File: src/rtl/int_res_stream_reader.sv
// Intermediate-results read streamer: strided bursts from the int-res memory into a valid/ready stream.
// Latency: start in T -> first read T+1 -> first out_valid T+3, then one word per cycle.
// Backpressure: reads throttled so buffered + in-flight words never exceed FIFO_DEPTH; outputs hold while stalled.
// Build option: INT_RES_STREAM_SIGN_EXT_EN sign-extends the low half of SINGLE_WIDTH words.

// Small synchronous FIFO with flush; the caller guarantees no push when full and no pop when empty.
module int_res_stream_fifo #(
    parameter int W     = 33,
    parameter int DEPTH = 4,
    parameter int CNT_W = $clog2(DEPTH) + 1
) (
    input  logic             clk,
    input  logic             rst_n,
    input  logic             flush_i,
    input  logic             push_i,
    input  logic [W-1:0]     push_dat_i,
    input  logic             pop_i,
    output logic [W-1:0]     head_dat_o,
    output logic [CNT_W-1:0] count_o,
    output logic             empty_o
);
    localparam int PTR_W = $clog2(DEPTH);

    logic [W-1:0]     mem_q [DEPTH];
    logic [PTR_W-1:0] wr_ptr_q;
    logic [PTR_W-1:0] rd_ptr_q;
    logic [CNT_W-1:0] count_q;

    // Storage needs no reset: entries are only observed when count_q says they are valid.
    always_ff @(posedge clk) begin
        if (push_i && !flush_i) begin
            mem_q[wr_ptr_q] <= push_dat_i;
        end
    end

    // Pointers and occupancy; flush drops everything buffered.
    always_ff @(posedge clk or negedge rst_n) begin
        if (!rst_n) begin
            wr_ptr_q <= '0;
            rd_ptr_q <= '0;
            count_q  <= '0;
        end else if (flush_i) begin
            wr_ptr_q <= '0;
            rd_ptr_q <= '0;
            count_q  <= '0;
        end else begin
            if (push_i) wr_ptr_q <= wr_ptr_q + 1'b1;
            if (pop_i)  rd_ptr_q <= rd_ptr_q + 1'b1;
            count_q <= count_q + CNT_W'(push_i) - CNT_W'(pop_i);
        end
    end

    // A push into a full FIFO without a simultaneous pop means the issue throttle is broken.
    always_ff @(posedge clk) begin
        if (rst_n && !flush_i && push_i && !pop_i) begin
            assert (count_q != CNT_W'(DEPTH));
        end
    end

    assign head_dat_o = mem_q[rd_ptr_q];
    assign count_o    = count_q;
    assign empty_o    = (count_q == '0);
endmodule

module int_res_stream_reader #(
    parameter int ADDR_W     = 15,
    parameter int DATA_W     = 32,
    parameter int LEN_W      = 10,
    parameter int FIFO_DEPTH = 4
) (
    input  logic              clk,
    input  logic              rst_n,
    input  logic              start,
    input  logic              abort,
    input  logic [ADDR_W-1:0] base_addr,
    input  logic [ADDR_W-1:0] stride,
    input  logic [LEN_W-1:0]  len,
    input  logic              data_width,
    output logic              mem_rd_en,
    output logic [ADDR_W-1:0] mem_rd_addr,
    output logic              mem_rd_width,
    input  logic [DATA_W-1:0] mem_rd_data,
    output logic              out_valid,
    input  logic              out_ready,
    output logic [DATA_W-1:0] out_data,
    output logic              out_last,
    output logic              busy,
    output logic              done
);
    localparam int CNT_W = $clog2(FIFO_DEPTH) + 1;

    typedef enum logic [1:0] {
        S_IDLE   = 2'd0,
        S_ISSUE  = 2'd1,
        S_DRAIN  = 2'd2,
        S_FINISH = 2'd3
    } state_t;

    state_t              state_q, state_d;
    logic [ADDR_W-1:0]   addr_q, addr_d;
    logic [ADDR_W-1:0]   stride_q, stride_d;
    logic [LEN_W-1:0]    rem_q, rem_d;
    logic                width_q, width_d;
    logic                inflight_q, inflight_d;
    logic                inflight_last_q, inflight_last_d;

    logic                rd_en;
    logic                pop;
    logic                push;
    logic                fifo_empty;
    logic [CNT_W-1:0]    fifo_count;
    logic [DATA_W:0]     fifo_head;
    logic [DATA_W-1:0]   push_word;
    logic [CNT_W:0]      occ_after_pop;

    assign pop  = out_valid & out_ready;
    // A return arriving in the abort cycle belongs to the cancelled burst.
    assign push = inflight_q & ~abort;

    // Space check counts the word already in flight and credits this cycle's pop.
    assign occ_after_pop = {1'b0, fifo_count} + (CNT_W+1)'(inflight_q) - (CNT_W+1)'(pop);
    assign rd_en = (state_q == S_ISSUE) && (rem_q != '0) &&
                   (occ_after_pop < (CNT_W+1)'(FIFO_DEPTH));

`ifdef INT_RES_STREAM_SIGN_EXT_EN
    localparam int HALF_W = DATA_W / 2;
    assign push_word = width_q ? mem_rd_data
                               : {{(DATA_W-HALF_W){mem_rd_data[HALF_W-1]}}, mem_rd_data[HALF_W-1:0]};
`else
    assign push_word = mem_rd_data;
`endif

    int_res_stream_fifo #(
        .W     (DATA_W + 1),
        .DEPTH (FIFO_DEPTH),
        .CNT_W (CNT_W)
    ) u_fifo (
        .clk        (clk),
        .rst_n      (rst_n),
        .flush_i    (abort),
        .push_i     (push),
        .push_dat_i ({inflight_last_q, push_word}),
        .pop_i      (pop),
        .head_dat_o (fifo_head),
        .count_o    (fifo_count),
        .empty_o    (fifo_empty)
    );

    // Next-state: burst latch on start, address/count stepping per issue, abort overrides all.
    always_comb begin
        state_d  = state_q;
        addr_d   = addr_q;
        stride_d = stride_q;
        rem_d    = rem_q;
        width_d  = width_q;
        case (state_q)
            S_IDLE: begin
                if (start) begin
                    addr_d   = base_addr;
                    stride_d = stride;
                    rem_d    = len;
                    width_d  = data_width;
                    state_d  = (len == '0) ? S_FINISH : S_ISSUE;
                end
            end
            S_ISSUE: begin
                if (rd_en) begin
                    addr_d = addr_q + stride_q;
                    rem_d  = rem_q - 1'b1;
                    if (rem_q == LEN_W'(1)) state_d = S_DRAIN;
                end
            end
            S_DRAIN: begin
                if (pop && fifo_head[DATA_W]) state_d = S_FINISH;
            end
            S_FINISH: state_d = S_IDLE;
            default:  state_d = S_IDLE;
        endcase
        if (abort) begin
            state_d = S_IDLE;
            rem_d   = '0;
        end
    end

    // The final issue of the burst carries the last tag through the one-cycle memory latency.
    assign inflight_d      = rd_en & ~abort;
    assign inflight_last_d = rd_en & ~abort & (rem_q == LEN_W'(1));

    // State and burst registers.
    always_ff @(posedge clk or negedge rst_n) begin
        if (!rst_n) begin
            state_q         <= S_IDLE;
            addr_q          <= '0;
            stride_q        <= '0;
            rem_q           <= '0;
            width_q         <= 1'b0;
            inflight_q      <= 1'b0;
            inflight_last_q <= 1'b0;
        end else begin
            state_q         <= state_d;
            addr_q          <= addr_d;
            stride_q        <= stride_d;
            rem_q           <= rem_d;
            width_q         <= width_d;
            inflight_q      <= inflight_d;
            inflight_last_q <= inflight_last_d;
        end
    end

    assign mem_rd_en    = rd_en;
    assign mem_rd_addr  = rd_en ? addr_q : '0;
    assign mem_rd_width = width_q;
    assign out_valid    = ~fifo_empty;
    // Gate the head so stale storage never shows on the stream.
    assign out_data     = out_valid ? fifo_head[DATA_W-1:0] : '0;
    assign out_last     = out_valid & fifo_head[DATA_W];
    assign busy         = (state_q != S_IDLE);
    assign done         = (state_q == S_FINISH);
endmodule

File: config.mk
export PLATFORM = sky130hd
export DESIGN_NAME = int_res_stream_reader
export DESIGN_NICKNAME = d
export VERILOG_FILES = /design/src/rtl/int_res_stream_reader.sv
export SDC_FILE = /design/constraint.sdc
export NUM_CORES = 1
export LEC_CHECK = 0
export ABC_AREA = 1
export CAP_MARGIN = 20
export CORE_MARGIN = 2
export CORE_UTILIZATION = 59
export DETAILED_ROUTE_END_ITERATION = 7
export PLACE_DENSITY = 0.86
export SLEW_MARGIN = 20
export SYNTH_ARGS = -nofsm -noshare
export SYNTH_HDL_FRONTEND = slang
export SYNTH_SLANG_ARGS = --single-unit
File: constraint.sdc
create_clock -name clk -period 4.1 [get_ports clk]
set_input_delay 0.82 -clock clk [delete_from_list [all_inputs] [get_ports clk]]
set_output_delay 0.82 -clock clk [all_outputs]
set_load 0.05 [all_outputs]
==> impl_metrics.py, run 1 <==
metrics = {
    "clock_tree": {
        "cts_tree": "built",
        "clockBufferDepth": 2,
        "ctsRootBufferMaster": "clkbuf_16",
        "cts_buffers": 17,
        "holdBufCountCts": 0,
        "cts.clk_slew.worst_paths_ps": 70,
        "worstSkewPairLatency_ps": 440,
        "cts.sinks": 184,
        "cts_htree_levels": 4,
    },
    "detailed_routing": {
        "wl_per_cell_um": 16.7,
        "vias_per_cell": 5.64,
        "wl_met2_um": 10800,
        "ant_nets": 0,
        "firstDrtPassIters": 6,
        "drt_iter0_drc": 751,
        "topRoutingLayerUsed": "met4",
        "wl_met1_um": 8440,
        "wl_um": 21500,
        "vias": 7237,
        "drc_errors": 0,
        "dr_wl_met3_um": 1710,
    },
    "global_routing": {
        "grt_pass1_wl_um": 34700,
        "grt_pass1_vias": 7208,
        "antenna_found_initial": 0,
        "grt_util_all_layers_pct": 27.5,
        "grt_overflow": 0,
        "grt_max_degree": 70,
    },
    "worst_setup_path": {
        "cp.required_ps": 3280,
        "cp_slowest_stage_delay_ps": 480,
        "cp-start-kind": "primary input",
        "cp_top_family": "buffers and inverters",
        "cp-end-kind": "primary output",
        "path_buf_inv": 5,
        "worstPathMaxFanout": 17,
        "cp_slowest_cell": "clkdlybuf4s50_1",
        "crit_top_cell": "nor2_1",
        "worstSetupPathType": "primary input to primary output",
        "path_cells": "clkdlybuf4s50_1 > inv_1 > nor2_1 > ha_1 > inv_1 > ha_1 > nand2_1 > nor2_1 > nor2_1 > nor2_1 > nand3_4 > buf_12 > nor2_1 > buf_12",
        "arrival_ps": 3060,
    },
    "timing": {
        "worst_hold_slack_ps": 501,
        "fin_crit_ps": 3880,
        "fin_crit_sh_pct": 94.7,
        "setup_violations": 0,
        "tightest_slew_ps": 949,
        "rsz0062_at_grt": "no",
        "finalMaxSlewViolations": 0,
        "hold_viol": 0,
        "finClkSkew_ps": 11.4,
        "slew_headroom_pct": 36.6,
        "finalSetupTns_ps": 0,
        "fmax_mhz": 258,
        "fin_ws_ps": 217,
    },
    "power_and_ir_drop": {
        "internal_power_mw": 4.95,
        "cellPowerDensity_nw_per_um2": 771,
        "combPwrFrac_pct": 54.8,
        "ir_drop_uv": 461,
        "power_frac_seq_pct": 27.7,
        "p_sw_mw": 4.02,
        "leakagePower_nw": 4.80,
        "swShare_pct": 44.8,
        "clkPwrFrac_pct": 17.4,
    },
    "finish": {
        "layout.nets": 1191,
        "multi_input_area_sq_um": 3330,
        "regArea_sq_um": 5270,
        "fill_cells": 983,
        "antennaDiodeCount": 0,
        "final_common_cell": "nor2_1",
        "layout_common_cells": "211 x nor2_1, 155 x nand2_1, 132 x edfxtp_1",
        "synthToLayoutAreaGrowth_pct": 28.3,
        "drive_above_1_share_pct": 13.2,
    },
    "logic_synthesis": {
        "synthArstFlopShare_pct": 28.3,
        "yosys.area_share.simple_pct": 20.8,
        "ys_types": 38,
        "synth_top_family_by_area": "simple AND/OR/NAND/NOR gates",
        "synth_fp_nets": 1069,
        "synth.avg_cell_area_sq_um": 9.42,
        "synth_xor_xnor_area_share_pct": 0.290,
        "synthAdderAreaFrac_pct": 4.31,
        "synth_compound_area_share_pct": 8.77,
        "synth_mux_area_share_pct": 1.87,
        "synth-edff-count": 132,
        "yosysWarnings": 0,
        "syn_inst": 961,
        "synth_area_sq_um": 9050,
        "synth-seq-cells": 184,
        "synth_ff_type": "edfxtp_1",
        "ys_seq_area_share_pct": 58.1,
    },
    "floorplanning": {
        "io_pins": 131,
        "die_y_um": 128,
        "coreArea_sq_um": 15100,
        "start_util_pct": 60.0,
        "num_rows": 45,
        "die-area_sq_um": 16400,
        "die_width_um": 128,
    },
    "outcome": {
        "run_status": "completed",
    },
    "placed_design": {
        "port_buffers": 130,
        "place_hpwl_um": 13700,
        "gp_congestion": 0.942,
        "pre_cts_slack_ps": 62.2,
    },
    "min_path": {
        "hold_class": "primary input to async pin",
    },
    "run": {
        "drv_cap": 0,
    },
}
==> worst register-to-register path, stage by stage (launching register included) <==
cell      delay (ps)
dfrtp_1          430
nor3_4           210
nor2_1            80
ha_1             180
inv_1            110
ha_1             240
nand2_1           60
nor2_1            50
o21bai_1         240
nand3_4          110
buf_12           160
buf_4            160
nand2_1           80
nand2_2          200
inv_4            280
nand2_1          120
o21ai_2           70
==> power by group through the flow <==
stage	clock network [mW]	registers (mW)	logic [mW]
after floorplan	0	2.48	3.17
after global placement	0	2.50	4.67
after detailed placement	0	2.52	4.79
after CTS	1.57	2.48	4.83
after global routing	1.67	2.52	5.34
final	1.56	2.49	4.91
==> cell families (layout without fill, tap and decap cells) <==
logic type | count (synthesis) | in the layout
AOI/OAI and AO/OA | 149 | 149
DFF | 184 | 184
xor gates and xnor gates | 3 | 3
buffers and inverters | 127 | 262
and+or+nand+nor | 453 | 453
muxes | 15 | 15
adders and majority gates | 30 | 30
==> flip-flops by register name (all words and copies together), names as in the netlist <==
register / cells
rem_q: 10
u_fifo.rd_ptr_q: 2
inflight_q: 1
mem_rd_width: 1
inflight_last_q: 1
u_fifo.mem_q: 132
addr_q: 15
stride_q: 15
u_fifo.wr_ptr_q: 2
u_fifo.count_o: 3
state_q: 2
==> stage by stage <==
step                area, sq um  total power [mW]  util [%]  std cells
finish                    11600              8.96      77.0       1284
global route              11600              9.53      77.0       1284
CTS                       11600              8.89      76.7       1283
detailed placement        11000              7.30      73.0       1251
global placement          11000              7.17      73.0       1251
floorplan                  9050              5.65         -        961
==> per-layer routing <==
metal	global-route usage, %	up-vias
li1	-	3449
met1	33.9	3370
met2	46.9	362
met3	6.89	56
met4	10.6	0
met5	0	-
==> final cells by class <==
cell class / instances / area share, %
sequential: 184 / 45.3
multi-input combinational: 650 / 28.7
tap: 188 / 2.02
clock buffer: 17 / 3.66
timing repair buffer: 144 / 16.4
clock inverter: 15 / 1.14
inverter: 86 / 2.80
==> final timing paths <==
| check | startpoint | to | slack (ps) | cells past startpoint |
|---|---|---|---|---|
| max | out_ready | mem_rd_addr[11] | 220 | 14 |
| min | rst_n | addr_q[7] | 500 | 1 |
| max reg2reg | u_fifo.count_o[2] | addr_q[1] | 1270 | 16 |
| min in group clk | inflight_last_q | u_fifo.mem_q[2][32] | 520 | 0 |
| max in group asynchronous | rst_n | addr_q[13] | 2870 | 2 |
| min reg2reg | inflight_last_q | u_fifo.mem_q[2][32] | 520 | 0 |
==> what timing repair did <==
item	in CTS	in global routing
gates resized for setup	0	9
endpoints found under the setup margin	0	16
endpoints found under the hold margin	0	0
buffers inserted	0	1
==> Yosys cell counts, types with 2 or more instances <==
master / instances / area share [%]
nand3b_1: 3 / 0.25
nand3_4: 2 / 0.39
clkbuf_1: 23 / 0.95
inv_1: 82 / 3.4
buf_4: 2 / 0.17
nand4_1: 19 / 1.3
ha_1: 28 / 3.9
mux2_2: 15 / 1.9
nand2_2: 3 / 0.21
nand3_2: 2 / 0.22
and2_1: 2 / 0.14
nand3_1: 37 / 2.0
nor2_1: 223 / 9.2
nor3_1: 2 / 0.11
buf_6: 3 / 0.37
o21ai_2: 7 / 0.68
a21oi_1: 48 / 2.7
xor2_1: 2 / 0.19
a21o_1: 2 / 0.17
edfxtp_1: 132 / 44
nor2_4: 2 / 0.25
dfrtp_1: 52 / 14
inv_2: 2 / 0.083
a31oi_1: 5 / 0.35
o21ai_0: 83 / 4.6
buf_2: 11 / 0.61
a211oi_1: 2 / 0.17
fa_1: 2 / 0.44
buf_1: 2 / 0.083
nand2_1: 155 / 6.4
(Power assumes the default switching activity.)
==> run 2: changes to the inputs <==
Settings changed: ABC_CLOCK_PERIOD_IN_PS from default to 4100.
==> results of run 2 <==
The final DEF is identical to that of run 1; final timing and power are the same.
